[config.mk]
export PLATFORM = sky130hd
export DESIGN_NAME = uart_regfile_loader_flat
export DESIGN_NICKNAME = d
export VERILOG_FILES = /design/src/rtl/uart_regfile_loader_if.sv /design/src/rtl/uart_regfile_loader.sv /design/src/flat_wrapper.sv
export SDC_FILE = /design/constraint.sdc
export NUM_CORES = 1
export LEC_CHECK = 0
export ABC_AREA = 1
export BUFFER_PORTS_ARGS = -buffer_cell sky130_fd_sc_hd__buf_4
export CAP_MARGIN = 30
export CORE_AREA = 8 8 100 102
export DETAILED_ROUTE_END_ITERATION = 8
export DIE_AREA = 0 0 108 110
export PLACE_DENSITY = 0.82
export RECOVER_POWER = 50
export SYNTH_ARGS = -nofsm -noshare
export SYNTH_HDL_FRONTEND = slang
export SYNTH_SLANG_ARGS = --single-unit
[constraint.sdc]
create_clock -name clk -period 3.82 [get_ports clk]
set_clock_uncertainty 0.2 [all_clocks]
set_input_delay 0.382 -clock clk [delete_from_list [all_inputs] [get_ports clk]]
set_output_delay 0.382 -clock clk [all_outputs]
set_load 0.005 [all_outputs]
[src/rtl/uart_regfile_loader_if.sv]
// Purpose : Groups the two byte/word buses around the UART register-file loader.
//           The receive side carries bytes from the UART Rx into the loader.
//           The write side carries word writes from the loader into the register file.
// Signals : rx_valid     - one-cycle strobe; rx_data holds a byte
//           rx_data      - received byte
//           rx_frame_err - qualifies rx_valid; the byte had a bad stop bit
//           we           - register-file write strobe
//           waddr        - register-file write index
//           wdata        - register-file write data
// Modports: slave  - the loader: consumes rx_*, drives we/waddr/wdata
//           master - the environment: drives rx_*, observes the write port
interface uart_regfile_loader_if;
  logic        rx_valid;
  logic [7:0]  rx_data;
  logic        rx_frame_err;
  logic        we;
  logic [4:0]  waddr;
  logic [31:0] wdata;

  modport slave (
    input  rx_valid, rx_data, rx_frame_err,
    output we, waddr, wdata
  );

  modport master (
    output rx_valid, rx_data, rx_frame_err,
    input  we, waddr, wdata
  );
endinterface

[src/rtl/uart_regfile_loader.sv]
// Purpose : Hunts for a sync byte on the UART Rx byte stream. It then assembles
//           big-endian 32-bit words (MSB byte first) and writes them to register
//           indices 0..NUM_REGS-1 in order. A frame error or an inter-byte timeout
//           aborts the frame and raises a sticky err flag.
// Ports   : clk, rst   - clock; asynchronous active-high reset
//           en         - arm request, honoured only while idle
//           bus        - Rx byte inputs and register-file write outputs (slave modport)
//           busy       - high whenever the loader is not idle
//           done       - one-cycle pulse after the last register of a frame is written
//           err        - sticky error; cleared by the next accepted arm
//           reg_count  - registers written in the current or last frame
module uart_regfile_loader #(
  parameter int          NUM_REGS       = 32,
  parameter int          TIMEOUT_CYCLES = 100000,
  parameter logic [7:0]  SYNC_BYTE      = 8'hA5
) (
  input  logic                  clk,
  input  logic                  rst,
  input  logic                  en,
  uart_regfile_loader_if.slave  bus,
  output logic                  busy,
  output logic                  done,
  output logic                  err,
  output logic [5:0]            reg_count
);

  localparam int IDX_W = (NUM_REGS > 1) ? $clog2(NUM_REGS) : 1;
  localparam int TMR_W = $clog2(TIMEOUT_CYCLES) + 1;
  localparam logic [IDX_W-1:0] LAST_IDX = IDX_W'(NUM_REGS - 1);
  localparam logic [TMR_W-1:0] TMR_LAST = TMR_W'(TIMEOUT_CYCLES - 1);
  localparam logic [TMR_W-1:0] TMR_MAX  = '1;

  typedef enum logic [2:0] {
    S_IDLE, S_WAIT_SYNC, S_COLLECT, S_WRITE, S_DONE, S_ERROR
  } state_t;

  state_t            r_state,     w_state;
  logic [1:0]        r_byte_cnt,  w_byte_cnt;
  logic [31:0]       r_word,      w_word;
  logic [TMR_W-1:0]  r_timer,     w_timer;
  logic [IDX_W-1:0]  r_idx,       w_idx;
  logic              r_we,        w_we;
  logic [4:0]        r_waddr,     w_waddr;
  logic [31:0]       r_wdata,     w_wdata;
  logic              r_done,      w_done;
  logic              r_err,       w_err;
  logic [5:0]        r_reg_count, w_reg_count;

  logic              w_accept;
  logic [31:0]       w_shift;

  assign w_accept = bus.rx_valid && !bus.rx_frame_err;
  assign w_shift  = {r_word[23:0], bus.rx_data};

  always_comb begin
    w_state     = r_state;
    w_byte_cnt  = r_byte_cnt;
    w_word      = r_word;
    w_timer     = r_timer;
    w_idx       = r_idx;
    w_we        = 1'b0;
    w_waddr     = r_waddr;
    w_wdata     = r_wdata;
    w_done      = 1'b0;
    w_err       = r_err;
    w_reg_count = r_reg_count;

    case (r_state)
      S_IDLE: begin
        if (en) begin
          w_state     = S_WAIT_SYNC;
          w_reg_count = '0;
          w_byte_cnt  = '0;
          w_err       = 1'b0;
          w_idx       = '0;
        end
      end

      // Frame-errored and non-sync bytes are dropped; no timeout while hunting.
      S_WAIT_SYNC: begin
        if (w_accept && (bus.rx_data == SYNC_BYTE)) begin
          w_state    = S_COLLECT;
          w_timer    = '0;
          w_byte_cnt = '0;
        end
      end

      S_COLLECT: begin
        if (bus.rx_valid) begin
          if (bus.rx_frame_err) begin
            w_state = S_ERROR;
            w_err   = 1'b1;
          end else begin
            w_word     = w_shift;
            w_byte_cnt = r_byte_cnt + 2'd1;
            w_timer    = '0;
            // Register the write port here so we/waddr/wdata appear in the WRITE cycle.
            if (r_byte_cnt == 2'd3) begin
              w_state = S_WRITE;
              w_we    = 1'b1;
              w_waddr = 5'(r_idx);
              w_wdata = w_shift;
            end
          end
        end else if (r_timer == TMR_LAST) begin
          w_state = S_ERROR;
          w_err   = 1'b1;
        end else if (r_timer != TMR_MAX) begin
          w_timer = r_timer + TMR_W'(1);
        end
      end

      S_WRITE: begin
        w_reg_count = r_reg_count + 6'd1;
        w_byte_cnt  = '0;
        if (r_idx == LAST_IDX) begin
          w_state = S_DONE;
          w_done  = 1'b1;
        end else begin
          w_state = S_COLLECT;
          w_idx   = r_idx + IDX_W'(1);
          // A byte landing in the write cycle is byte 0 of the next word.
          if (bus.rx_valid) begin
            if (bus.rx_frame_err) begin
              w_state = S_ERROR;
              w_err   = 1'b1;
            end else begin
              w_word     = w_shift;
              w_byte_cnt = 2'd1;
              w_timer    = '0;
            end
          end
        end
      end

      S_DONE:  w_state = S_IDLE;
      S_ERROR: w_state = S_IDLE;
      default: w_state = S_IDLE;
    endcase
  end

  always_ff @(posedge clk or posedge rst) begin
    if (rst) begin
      r_state     <= S_IDLE;
      r_byte_cnt  <= '0;
      r_word      <= '0;
      r_timer     <= '0;
      r_idx       <= '0;
      r_we        <= 1'b0;
      r_waddr     <= '0;
      r_wdata     <= '0;
      r_done      <= 1'b0;
      r_err       <= 1'b0;
      r_reg_count <= '0;
    end else begin
      r_state     <= w_state;
      r_byte_cnt  <= w_byte_cnt;
      r_word      <= w_word;
      r_timer     <= w_timer;
      r_idx       <= w_idx;
      r_we        <= w_we;
      r_waddr     <= w_waddr;
      r_wdata     <= w_wdata;
      r_done      <= w_done;
      r_err       <= w_err;
      r_reg_count <= w_reg_count;
    end
  end

  assign bus.we    = r_we;
  assign bus.waddr = r_waddr;
  assign bus.wdata = r_wdata;
  assign busy      = (r_state != S_IDLE);
  assign done      = r_done;
  assign err       = r_err;
  assign reg_count = r_reg_count;

endmodule
[src/flat_wrapper.sv]
// flat-port wrapper written by rule: the top's interface ports become plain ports
module uart_regfile_loader_flat 
#(
  parameter int          NUM_REGS       = 32,
  parameter int          TIMEOUT_CYCLES = 100000,
  parameter logic [7:0]  SYNC_BYTE      = 8'hA5
)
  (clk, rst, en, busy, done, err, reg_count, bus_rx_valid, bus_rx_data, bus_rx_frame_err, bus_we, bus_waddr, bus_wdata);
  uart_regfile_loader_if bus_i ();
  input  logic clk;
  input  logic rst;
  input  logic en;
  output logic busy;
  output logic done;
  output logic err;
  output logic [5:0] reg_count;
  input wire logic [$bits(bus_i.rx_valid)-1:0] bus_rx_valid;
  input wire logic [$bits(bus_i.rx_data)-1:0] bus_rx_data;
  input wire logic [$bits(bus_i.rx_frame_err)-1:0] bus_rx_frame_err;
  output wire logic [$bits(bus_i.we)-1:0] bus_we;
  output wire logic [$bits(bus_i.waddr)-1:0] bus_waddr;
  output wire logic [$bits(bus_i.wdata)-1:0] bus_wdata;
  assign bus_i.rx_valid = bus_rx_valid;
  assign bus_i.rx_data = bus_rx_data;
  assign bus_i.rx_frame_err = bus_rx_frame_err;
  assign bus_we = bus_i.we;
  assign bus_waddr = bus_i.waddr;
  assign bus_wdata = bus_i.wdata;
  uart_regfile_loader #(.NUM_REGS(NUM_REGS), .TIMEOUT_CYCLES(TIMEOUT_CYCLES), .SYNC_BYTE(SYNC_BYTE)) u_core (.clk(clk), .rst(rst), .en(en), .bus(bus_i), .busy(busy), .done(done), .err(err), .reg_count(reg_count));
endmodule
### Yosys cells after proc, flatten, opt, wreduce, memory -nomap -nowiden

Cells that the tools add are included.

| cells by class | value |
|---|---|
| add/sub/neg operators | 4 |
| bitwise gates (word level) | 1 |
| mux-type cells | 48 |
| reduce and logical (&&, ||, !) cells | 18 |
| eq/ne operators | 18 |

Operator list:

| operator | count |
|---|---|
| $mux W18 | 7 |
| $mux W32 | 3 |
| $pmux W32 S2 | 1 |
| $pmux W18 S3 | 1 |
| $mux W3 | 9 |
| $add A18 B1 Y18 const B | 1 |
| $eq A18 B17 Y1 const B | 1 |
| $ne A18 B18 Y1 const B | 1 |
| $mux W1 | 13 |
| $mux W2 | 6 |
| $pmux W3 S4 | 1 |
| $pmux W6 S2 | 1 |
| $mux W5 | 2 |
| $ne A2 B2 Y1 const B | 5 |
| $pmux W5 S2 | 1 |
| $reduce_and A5 Y1 | 2 |
| $reduce_bool A3 Y1 | 3 |
| $eq A8 B8 Y1 const B | 1 |
| $pmux W2 S4 | 1 |
| $reduce_and A4 Y1 | 2 |
| $add A6 B1 Y6 const B | 1 |
| $eq A3 B2 Y1 const B | 2 |
| $mux W6 | 1 |
| $ne A3 B2 Y1 const B | 2 |
| 18 further kinds | 21 |

| word-level totals | value |
|---|---|
| bits in registers | 106 |
| word-level logic and storage cells | 100 |
| output and inout bits | 47 |
| input port bits | 13 |

### Logic depth before layout (Yosys ltp)

| logic depth | value |
|---|---|
| word-level depth | 5 |
| mapped depth | 12 |

### Worst setup path before layout

Ideal clock, no wire load.

| path | value |
|---|---|
| path kind | register to register |
| start | register u_core.r_idx[0] |
| end | register u_core.r_word[8] |
| clock period less this slack | 1959 ps |
| arrival time | 1640 ps |
| cell stages (with the launch flop) | 13 |
| setup time | 118 ps |
| buffers on the path | 2 |
| path slack | 1861 ps |
| cell sequence | dfrtp_1 ha_1 nand2_1 nor2_1 ha_1 inv_1 nor2_4 nor2_1 nand2_2 buf_6 buf_6 nand2_1 o21ai_2 |

| between the ends | value |
|---|---|
| word-level cells in the longest chain between the ends | 3 |

Ends and longest elaborated chain:

| what | RTL line | source |
|---|---|---|
| from (decl) | uart_regfile_loader.sv:41 | `logic [IDX_W-1:0] r_idx, w_idx;` |
| from (signal assigned) | uart_regfile_loader.sv:160 | `r_idx <= w_idx;` |
| $eq A5 B5 Y1 | uart_regfile_loader.sv:116 | `if (r_idx == LAST_IDX) begin` |
| $ne A2 B2 Y1 (no source line) | - |  |
| $reduce_and A2 Y1 (no source line) | - |  |
| to (signal assigned) | uart_regfile_loader.sv:158 | `r_word <= w_word;` |
| to (decl) | uart_regfile_loader.sv:39 | `logic [31:0] r_word, w_word;` |

Every way passes these cells.
A chain may end at the register's enable or synchronous reset.

==> summary.md <==
| Metric | Value |
|---|---|
| Net Sw Power | `1100 uW` |
| Slew Limit Fails | `54` |
| Number of synthesized flops with an enable pin | `0` |
| Clock Power Share | `21.3%` |
| Ant diodes | `0` |
| Count of warnings emitted by yosys | `0` |
| Worst Slack Setup Final | `about 1.3 ns` |
| Vias | `a little under 4k` |
| Area grow syn2layout | `13.8%` |
| Synth top area share | `52.0%` |
| CP required | `3.94 ns` |
| Mapped Nets | `589` |
| Hold path start | `bus_rx_data[3]` |
| Critical path cell sequence | `clkbuf_4, clkinvlp_2, clkbuf_1` |
| Final WL | `approximately 10,000 um` |
| Synth Instances | `571` |
| Most common cell in the netlist | `nand2_1` |
| Power share of the combinational group | `30.5%` |
| Failing checks | `capacitance limit, slew limit` |
| Ys flop type | `dfrtp_1` |
| First-pass GRT wire length | `17,100 um` |
| Unrepaired setup endpoints after global routing | `false` |
| Routed len/inst | `13.7 um` |
| Crit path kind | `input port to async pin` |
| Via-to-Cell Ratio | `5.26` |
| Slew @ Worst Pin | `~2.2 ns` |
| CP endpoint kind | `async pin` |
| Top Ports | `60` |
| VDD IR-drop max | `0.327 mV` |
| Hold WC Path Type | `input port to flop` |
| Fmax | `0.391 GHz` |
| Mapped Area | `0.00472 mm2` |
| Hold endpoint | `u_core.bus.wdata[3]$_DFFE_PP0P_` |
| Insertion delay to the later sink of the worst-skew pair | `approximately 0.36 ns` |
| Final Cycle Share | `67.0%` |
| Top area cells in the synthesized netlist | `dfrtp_1 (52%), nand2_1 (13%), nor2_1 (5.6%)` |
| Setup slack at placement | `1.31 ns` |
| Max-cap violations | `1` |
| Gr ovfl total | `0` |
| Core area | `0.00847 mm2` |
| Setup-failing EPs final | `0` |
| CP Launch Type | `input port` |
| Final Hold Vio Count | `0` |
| Worst path top cell family by delay | `buffers and inverters` |
| Setup crit start | `rst` |
| Clock Path Buffers | `2` |
| Crit Path Max Fanout | `53` |
| Antenna Nets Post-Route | `0` |
| # rows | `34` |
| Status | `finished with violations` |
| CTS H-tree lvls | `3` |
| Drt drc | `0` |
| Dpl hpwl | `7330 um` |
| Synthesized flop and latch total | `98` |
| Pwr/cell area | `533 mW/mm2` |
| Slowest cell delay on critical path | `about 1.3 ns` |
| R2R cell count | `9` |
| Seq pwr share | `between 40% and 50%` |
| Port Buffers | `59` |
| Arr. time, crit path | `between 2 and 3 ns` |
| Sw frac | `a little under two fifths` |
| CTS Buf Count | `9` |
| Reg2reg end | `u_core.r_word[12]$_DFFE_PP0P_` |
| Violation count after the first detailed-route iteration | `roughly 280` |
| Post CTS Setup Buffer Count | `0` |
| Layout cells sized above 1 | `roughly 17%` |
| CTS tree | `done` |
| Crit path time final | `2.56 ns` |
| Sequential cell area fraction in the yosys report | `52.0%` |
| Initial antenna violation count | `0` |
| Slowest-stage cell, CP | `clkinvlp_2` |
| Relative slew slack | `-49.9%` |
| Post-CTS Resized | `0` |
| GPL Wtd Cong | `0.953` |
| TNS Setup | `0 ns` |
| CTS root buffer | `clkbuf_8` |
| Layout net count | `646` |
| RR Startpoint | `u_core.r_idx[0]$_DFFE_PP0P_` |
| Synth top cells by count | `nand2_1 (158), dfrtp_1 (98), nor2_1 (70)` |
| Gr usage total | `17.6%` |
| Die area | `0.0119 mm2` |
| Yosys cell types | `30` |
| Worst path buffer plus inverter count | `3` |
| Pin count of the biggest net entering global routing | `54` |
| Die width | `108 um` |
| Clk pin slew, worst setup/hold paths | `0.10 ns` |
| Sink Count | `roughly 100` |
| Cells on Worst Hold Path | `2` |
| DR pass1 iterations | `5` |
| Initial Util | `55.7%` |
| # hold bufs at CTS | `0` |
| P_leak | `0.00269 uW` |
| Syn_area_per_cell | `roughly 8.3 um2` |
| Int Power | `1770 uW` |
| Reg2reg setup slack | `between 1 and 1.5 ns` |
| Area leader, netlist | `dfrtp_1` |
| Die extent in y | `110 um` |
| Post-synth ARST share | `100%` |
| Vias in the first global route | `about 3.6k` |
[power groups by stage]
stage / clock [uW] / combinational (uW) / sequential, uW
floorplan: 0 / 636 / 1370
global placement: 0 / 847 / 1380
detailed placement: 0 / 873 / 1400
CTS: 629 / 879 / 1380
global route: 671 / 990 / 1400
finish: 609 / 872 / 1380
[cell type report]
class,count,area (um2)
clock buffers,9,124
clock inverters,6,52.6
fillers,715,3090
inverters,55,210
multi-input cells,401,1940
flip-flops and latches,98,2450
well taps,108,135
repair buffers,63,454
[cell families (layout without fill, tap and decap cells)]
group / count (synthesis) / in the layout / share of synthesized area [%]
mux: 13 / 13 / 3.10
xor+xnor: 2 / 2 / 0.371
fa+ha+maj: 5 / 5 / 1.33
flops: 98 / 98 / 52.0
buf+inv: 72 / 133 / 6.84
simple gates: 287 / 287 / 25.5
compound gates: 94 / 94 / 10.9
[per-layer routing]
layer  GRT usage (%)  up-vias  share of wire (%)
li1                -     1954                  -
met1            23.9     1816                 45
met2            27.9      106                 47
met3            3.49       17                6.4
met4            5.45        0                1.1
met5               0        -                  0
[state kept, by name (all words and copies together), names as in the netlist]
register,cells
u_core.r_word,24
u_core.r_timer,18
u_core.bus.wdata,32
u_core.bus.waddr,5
u_core.err,1
u_core.r_idx,5
u_core.r_state,3
u_core.done,1
u_core.reg_count,6
u_core.bus.we,1
u_core.r_byte_cnt,2
[cell usage in the layout, fill, tap and decap left out]
cell	synthesis	final
a21boi_0	1	1
a21oi_1	42	42
a21oi_2	1	1
a22oi_1	1	1
a31oi_1	2	2
buf_4	5	38
clkbuf_1	2	5
clkbuf_4	0	20
clkbuf_8	0	9
clkinvlp_2	0	1
clkinvlp_4	0	4
dfrtp_1	98	98
ha_1	5	5
inv_1	53	52
inv_2	1	1
inv_4	1	1
inv_8	0	2
mux2_2	13	13
nand2_1	158	158
nand2_2	4	4
nand3_1	36	36
nand3_2	1	1
nand4_1	5	5
nor2_1	70	70
nor2_4	5	5
nor3_1	7	7
nor3b_1	1	1
o21a_1	1	1
o21ai_0	31	31
o21ai_1	4	4
o21ai_2	7	7
o22ai_1	4	4
xor2_1	2	2
[metrics by stage]
stage	hold WS (ns)	utilization, %	std cells	total power, uW	cell area, um2
after floorplan	0.223	-	571	2000	4720
after global placement	0.239	61.6	725	2230	5210
after detailed placement	0.243	61.6	725	2270	5210
after CTS	0.000302	63.7	740	2890	5390
after global routing	0.0619	63.4	740	3060	5370
final	0.0719	63.4	740	2860	5370
[worst max-delay path by stage]
stage | to | slack [ns] | cells after the start
4_1_cts | u_core.r_word[17]$_DFFE_PP0P_ | 1.30 | 10
2_1_floorplan | u_core.bus.waddr[0]$_DFFE_PP0P_ | 0.68 | 1
3_5_place_dp | u_core.bus.wdata[2]$_DFFE_PP0P_ | 1.31 | 7
6_report | u_core.r_timer[11]$_DFFE_PP0P_ | 1.26 | 3
5_1_grt | u_core.err$_DFFE_PP0P_ | 0.67 | 3
3_3_place_gp | u_core.bus.wdata[0]$_DFFE_PP0P_ | 1.37 | 7
Power figures use the tool's default switching activity.
